--- src/rtl/pht_update_buffer_pkg.sv ---
// Shared gshare PHT sizing constants for the update path and the predictor.
// Latency: n/a (constants only).
// Backpressure: n/a.
package pht_update_buffer_pkg;

  // PHT index width.
  localparam int GSH_PHT_ENT_SEL       = 10;
  // Width of a PHT 2-bit saturating counter.
  localparam int GSH_PHT_DATA_WIDTH    = 2;
  // Entries in the PHT update queue.
  localparam int GSH_PHT_UPD_BUF_DEPTH = 4;

endpackage

--- src/rtl/pht_sat_cnt.sv ---
// Saturating up/down step of a PHT counter; shared with the speculative path.
// Latency: combinational.
// Backpressure: none.
module pht_sat_cnt #(
  parameter int CNT_W = 2
) (
  input  logic [CNT_W-1:0] i_cnt,
  input  logic             i_taken,
  output logic [CNT_W-1:0] o_cnt
);

  localparam logic [CNT_W-1:0] CNT_MAX = '1;
  localparam logic [CNT_W-1:0] CNT_ONE = CNT_W'(1);

  // Step toward taken/not-taken, pinning at the extremes instead of wrapping.
  always_comb begin
    o_cnt = i_cnt;
    if (i_taken) begin
      if (i_cnt != CNT_MAX) o_cnt = i_cnt + CNT_ONE;
    end else begin
      if (i_cnt != '0) o_cnt = i_cnt - CNT_ONE;
    end
  end

endmodule

--- src/rtl/pht_update_buffer.sv ---
// Queues up to two in-order PHT updates per cycle and drains one per cycle to the PHT write port.
// Latency: accepted at edge N, popped at edge N+1 at the earliest, o_wr_* valid the cycle after.
// Backpressure: o_upd_ready low once fewer than two free entries remain (registered count only).
module pht_update_buffer
  import pht_update_buffer_pkg::*;
#(
  parameter int DEPTH  = GSH_PHT_UPD_BUF_DEPTH,
  parameter int ADDR_W = GSH_PHT_ENT_SEL,
  parameter int CNT_W  = GSH_PHT_DATA_WIDTH
) (
  input  logic              clk,
  input  logic              rst_n,
  input  logic              i_upd_valid_1,
  input  logic [ADDR_W-1:0] i_upd_addr_1,
  input  logic [CNT_W-1:0]  i_upd_cnt_1,
  input  logic              i_upd_taken_1,
  input  logic              i_upd_valid_2,
  input  logic [ADDR_W-1:0] i_upd_addr_2,
  input  logic [CNT_W-1:0]  i_upd_cnt_2,
  input  logic              i_upd_taken_2,
  output logic              o_upd_ready,
  output logic              o_wr_en,
  output logic [ADDR_W-1:0] o_wr_addr,
  output logic [CNT_W-1:0]  o_wr_data
);

  localparam int PTR_W = $clog2(DEPTH);
  localparam logic [PTR_W:0] READY_MAX = (PTR_W+1)'(DEPTH - 2);

  typedef struct packed {
    logic [ADDR_W-1:0] addr;
    logic [CNT_W-1:0]  cnt;
    logic              taken;
  } upd_t;

  upd_t              mem_q [DEPTH];
  upd_t              mem_d [DEPTH];
  logic [PTR_W-1:0]  wr_ptr_q, wr_ptr_d;
  logic [PTR_W-1:0]  rd_ptr_q, rd_ptr_d;
  logic [PTR_W:0]    count_q, count_d;
  logic              wr_en_q, wr_en_d;
  logic [ADDR_W-1:0] wr_addr_q, wr_addr_d;
  logic [CNT_W-1:0]  wr_data_q, wr_data_d;

  logic              push_1, push_2, pop;
  upd_t              head;
  logic [CNT_W-1:0]  base_cnt;
  logic [CNT_W-1:0]  next_cnt;

  assign o_upd_ready = (count_q <= READY_MAX);
  assign o_wr_en     = wr_en_q;
  assign o_wr_addr   = wr_addr_q;
  assign o_wr_data   = wr_data_q;

  // Head entry and its base counter: build on the in-flight write when it hits the same index.
  always_comb begin
    head     = mem_q[rd_ptr_q];
    base_cnt = head.cnt;
    if (wr_en_q && (wr_addr_q == head.addr)) base_cnt = wr_data_q;
  end

  pht_sat_cnt #(
    .CNT_W(CNT_W)
  ) u_sat_cnt (
    .i_cnt  (base_cnt),
    .i_taken(head.taken),
    .o_cnt  (next_cnt)
  );

  // Queue push/pop bookkeeping and next PHT write; slot 1 always lands ahead of slot 2.
  always_comb begin
    mem_d     = mem_q;
    push_1    = o_upd_ready & i_upd_valid_1;
    push_2    = o_upd_ready & i_upd_valid_2;
    pop       = (count_q != '0);
    wr_en_d   = pop;
    wr_addr_d = wr_addr_q;
    wr_data_d = wr_data_q;

    if (push_1) mem_d[wr_ptr_q] = '{addr: i_upd_addr_1, cnt: i_upd_cnt_1, taken: i_upd_taken_1};
    if (push_2) mem_d[wr_ptr_q + PTR_W'(push_1)] =
        '{addr: i_upd_addr_2, cnt: i_upd_cnt_2, taken: i_upd_taken_2};

    wr_ptr_d = wr_ptr_q + PTR_W'(push_1) + PTR_W'(push_2);
    rd_ptr_d = rd_ptr_q + PTR_W'(pop);
    count_d  = count_q + (PTR_W+1)'(push_1) + (PTR_W+1)'(push_2) - (PTR_W+1)'(pop);

    if (pop) begin
      wr_addr_d = head.addr;
      wr_data_d = next_cnt;
    end
  end

  // Control and write-port registers; reset drops any pending entries.
  always_ff @(posedge clk) begin
    if (!rst_n) begin
      wr_ptr_q  <= '0;
      rd_ptr_q  <= '0;
      count_q   <= '0;
      wr_en_q   <= 1'b0;
      wr_addr_q <= '0;
      wr_data_q <= '0;
    end else begin
      wr_ptr_q  <= wr_ptr_d;
      rd_ptr_q  <= rd_ptr_d;
      count_q   <= count_d;
      wr_en_q   <= wr_en_d;
      wr_addr_q <= wr_addr_d;
      wr_data_q <= wr_data_d;
    end
  end

  // Entry storage; contents are only meaningful under count, so no reset is needed.
  always_ff @(posedge clk) begin
    mem_q <= mem_d;
  end

endmodule

--- config.mk ---
export PLATFORM = sky130hd
export DESIGN_NAME = pht_update_buffer
export DESIGN_NICKNAME = d
export VERILOG_FILES = /design/src/rtl/pht_update_buffer_pkg.sv /design/src/rtl/pht_sat_cnt.sv /design/src/rtl/pht_update_buffer.sv
export SDC_FILE = /design/constraint.sdc
export NUM_CORES = 1
export LEC_CHECK = 0
export CORE_ASPECT_RATIO = 0.5
export CORE_MARGIN = 2
export CORE_UTILIZATION = 55
export CTS_BUF_LIST = sky130_fd_sc_hd__clkbuf_4
export CTS_CLUSTER_SIZE = 25
export DETAILED_ROUTE_END_ITERATION = 7
export GPL_TIMING_DRIVEN = 0
export HOLD_SLACK_MARGIN = 0.03
export PLACE_DENSITY = 0.79
export SYNTH_ARGS = -nofsm -noshare
export SYNTH_HDL_FRONTEND = slang
export SYNTH_SLANG_ARGS = --single-unit
--- constraint.sdc ---
create_clock -name clk -period 5.6 [get_ports clk]
set_input_delay 1.12 -clock clk [delete_from_list [all_inputs] [get_ports clk]]
set_output_delay 1.12 -clock clk [all_outputs]
set_load 0.05 [all_outputs]
==> flow_summary.toml, run 1 <==
[setup_path]
arrival_ns = 2.19
reg2reg_from = "count_q[1]$_SDFF_PN0_"
reg2reg_to = "mem_q[24]$_DFF_P_"
crit_path_start_kind = "flip-flop"
cp.required_ns = 4.48
reg2reg_slack_ns = 2.55
end_kind = "output pin"
r2r_cells = 13
crit_type = "reg -> out"
cp_max_fo = 8

[logic_synthesis]
async_flop_share = 0
synth_edf_count = 0
synth_compound_area_frac = 0.119
synth_commonest_cells = "dfxtp_1 (72), mux2i_1 (60), a21oi_1 (55)"
synth_area_leaders = "dfxtp_1 (40%), mux2i_1 (16%), a21oi_1 (7.5%)"
muxShareOfSynthArea = 0.226
yosysMostFrequentCell = "dfxtp_1"
synth_top_family_by_area = "multiplexers"
yosys_warnings = 0
synth_nets = 427
synth_cell_types = 38
yosysTopAreaCell = "dfxtp_1"
avgSynthCellArea_um2 = 9.35
syn-cell-area_mm2 = 0.00365
synth_ff_type = "dfxtp_1"
synth-simple-area-share = 0.146
synth_xor_area_frac = 0.0312
synth.top_cell.area_share = 0.395
synth_seq_cells = 72
yosys.area_share.adder = 0.0391
yosysSeqAreaShare = 0.395
synth_cells = 390

[pwr]
ir_worst_vdd_mv = 0.258
p_per_area_mw_per_mm2 = 672
p_leak_nw = 1.98
power_mw = 2.89

[final_layout]
antenna_cells = 0
stdcell_area_mm2 = 0.00431
nNetsFinal = 480
fillers = 479
fin_cells = 536
utilization = 0.691
drive_gt1_frac = 0.0781
area_delta_synth_final_pct = 18.1

[clock_network]
clk_path_buf_depth = 2
clock-sinks = 72
cts-resized-gates = 0
clkSlewWorstSetupHoldPaths_ns = 0.12
post-cts-setup-buffer-count = 0
postCtsHoldBufs = 0
h-tree-depth = 3
clk_latency_ns = 0.45
cts_tree = "yes"
cts_made_buffers = 9
cts_root_buf = "clkbuf_4"

[timing]
fin_skew_ns = 0.0159
final-hold-violation-count = 0
relSlewSlack = 0.563
fin_crit_ns = 3.31
grt_setup_unrepaired = "no"
tightest_slew_ns = 0.655
finalCritPeriodShare = 0.590
slew_violations = 0
setup_viol = 0
tns_ns = 0
clock.fmax_mhz = 303

[placed_design]
dp.cells = 520
post_dp_cell_area_mm2 = 0.00418
io_buffer_count = 42
place_hpwl_mm = 6.69
gp_congestion = 0.847

[die]
dieArea_mm2 = 0.00734
initial_core_util = 0.585
fp-row-count = 20
die_h_um = 61.6
core_mm2 = 0.00623
die_w_um = 119
io_pins = 44

[route]
first_pass_iters = 5
viasPerCell = 5.75
routed_wl_mm = 9.36
drt-initial-drc-count = 320
routedWlPerCell_um = 17.5
ant_nets = 0
drc = 0
vias = 3084

[hold_path]
min_path_cells = 2
hp-start = "o_wr_addr[5]$_SDFFE_PN0N_"
hold_path.class = "reg -> reg"
holdPathEnd = "o_wr_addr[5]$_SDFFE_PN0N_"

[global_route]
antenna_found_initial = 0
grt_pass1_vias = 2954
grt_max_degree = 12
groute.usage.overall = 0.274
globalRouteOverflowTotal = 0
grt_pass1_wl_mm = 14.7

[flow_run]
cap_violations = 0

[outcome]
status = "finished, final reports clean"
sequential cells by signal (all words and copies together), names as in the netlist:
| signal | cells |
|---|---|
| count_q | 3 |
| mem_q | 52 |
| o_wr_addr | 10 |
| o_wr_data | 2 |
| o_wr_en | 1 |
| rd_ptr_q | 2 |
| wr_ptr_q | 2 |
cell type report:
class,count,area [um2],share of cell area
Buffer,25,120,0.0279
Clock buffer,11,82.6,0.0192
Clock inverter,5,47.5,0.0110
Inverter,10,37.5,0.00872
Multi-Input combinational cell,283,2050,0.475
Sequential cell,72,1440,0.335
Tap cell,88,110,0.0256
Timing Repair Buffer,42,420,0.0976
cells in the final DEF (no fill, tap or decap), types with 7 or more instances in the layout:
cell type / Yosys / final
a21oi_1: 55 / 55
xor2_1: 7 / 7
dfxtp_1: 72 / 72
mux4_2: 9 / 9
mux2i_1: 60 / 60
inv_1: 10 / 10
clkdlybuf4s50_1: 0 / 42
nor2_1: 54 / 54
clkbuf_1: 16 / 16
clkbuf_4: 0 / 11
nand2_1: 19 / 19
and2_1: 10 / 10
metal layers:
layer  global-route usage  up-vias  wire length (um)
met5                    0        -                 0
met4               0.0952        0                86
met3               0.0963       10               740
met2                0.448      110              4260
met1                0.347     1479              4280
li1                     -     1485                 -
report_power, final:
group	switching [mW]	leakage, nW	internal, mW
Combinational	0.928	1.30	0.690
Sequential	0.165	0.604	0.786
Clock	0.183	0.0757	0.142
worst max path at each step:
stage / start / endpoint / cells after the start
4_1_cts: count_q[1]$_SDFF_PN0_ / o_upd_ready / 5
6_report: count_q[1]$_SDFF_PN0_ / o_upd_ready / 5
5_1_grt: count_q[1]$_SDFF_PN0_ / o_upd_ready / 5
2_1_floorplan: i_upd_valid_1 / count_q[2]$_SDFF_PN0_ / 7
3_3_place_gp: i_upd_valid_1 / mem_q[23]$_DFF_P_ / 10
3_5_place_dp: i_upd_valid_1 / mem_q[21]$_DFF_P_ / 10
cells by family after synthesis:
logic type / Yosys count
simple gates: 110
xor+xnor: 13
compound gates: 78
buf+inv: 35
fa+ha+maj: 11
flops: 72
mux: 71
per-stage QoR:
step	setup slack (ns)	hold slack, ns
after floorplan	2.98	0.511
after global placement	2.07	0.477
after detailed placement	1.99	0.495
after CTS	2.30	0.511
after global routing	2.24	0.547
final	2.29	0.507
critical path, cell delays in order (launching register included):
cell,delay [ns]
dfxtp_1,0.40
inv_1,0.10
ha_1,0.21
a21o_1,0.15
buf_2,0.16
clkdlybuf4s50_1,0.72
Note: power is estimated with default switching activity, not from simulation.
==> run 2, diff against run 1 <==
==> constraint.sdc (replaced) <==
create_clock -name clk -period 3.3 [get_ports clk]
set_input_delay 0.66 -clock clk [delete_from_list [all_inputs] [get_ports clk]]
set_output_delay 0.66 -clock clk [all_outputs]
set_load 0.05 [all_outputs]
==> results of run 2 <==
Same layout as run 1 (identical final DEF). Status: finished, final reports clean.
Main changes from that run: setup slack after placement 1.99 ns -> 0.149 ns; setup slack after layout 2.29 ns -> 0.248 ns; end point of the critical path o_upd_ready -> mem_q[24]$_DFF_P_; register-to-register setup slack 2.55 ns -> 0.25 ns; total power 2.89 mW -> 4.91 mW; worst IR drop on VDD 0.258 mV -> 0.438 mV
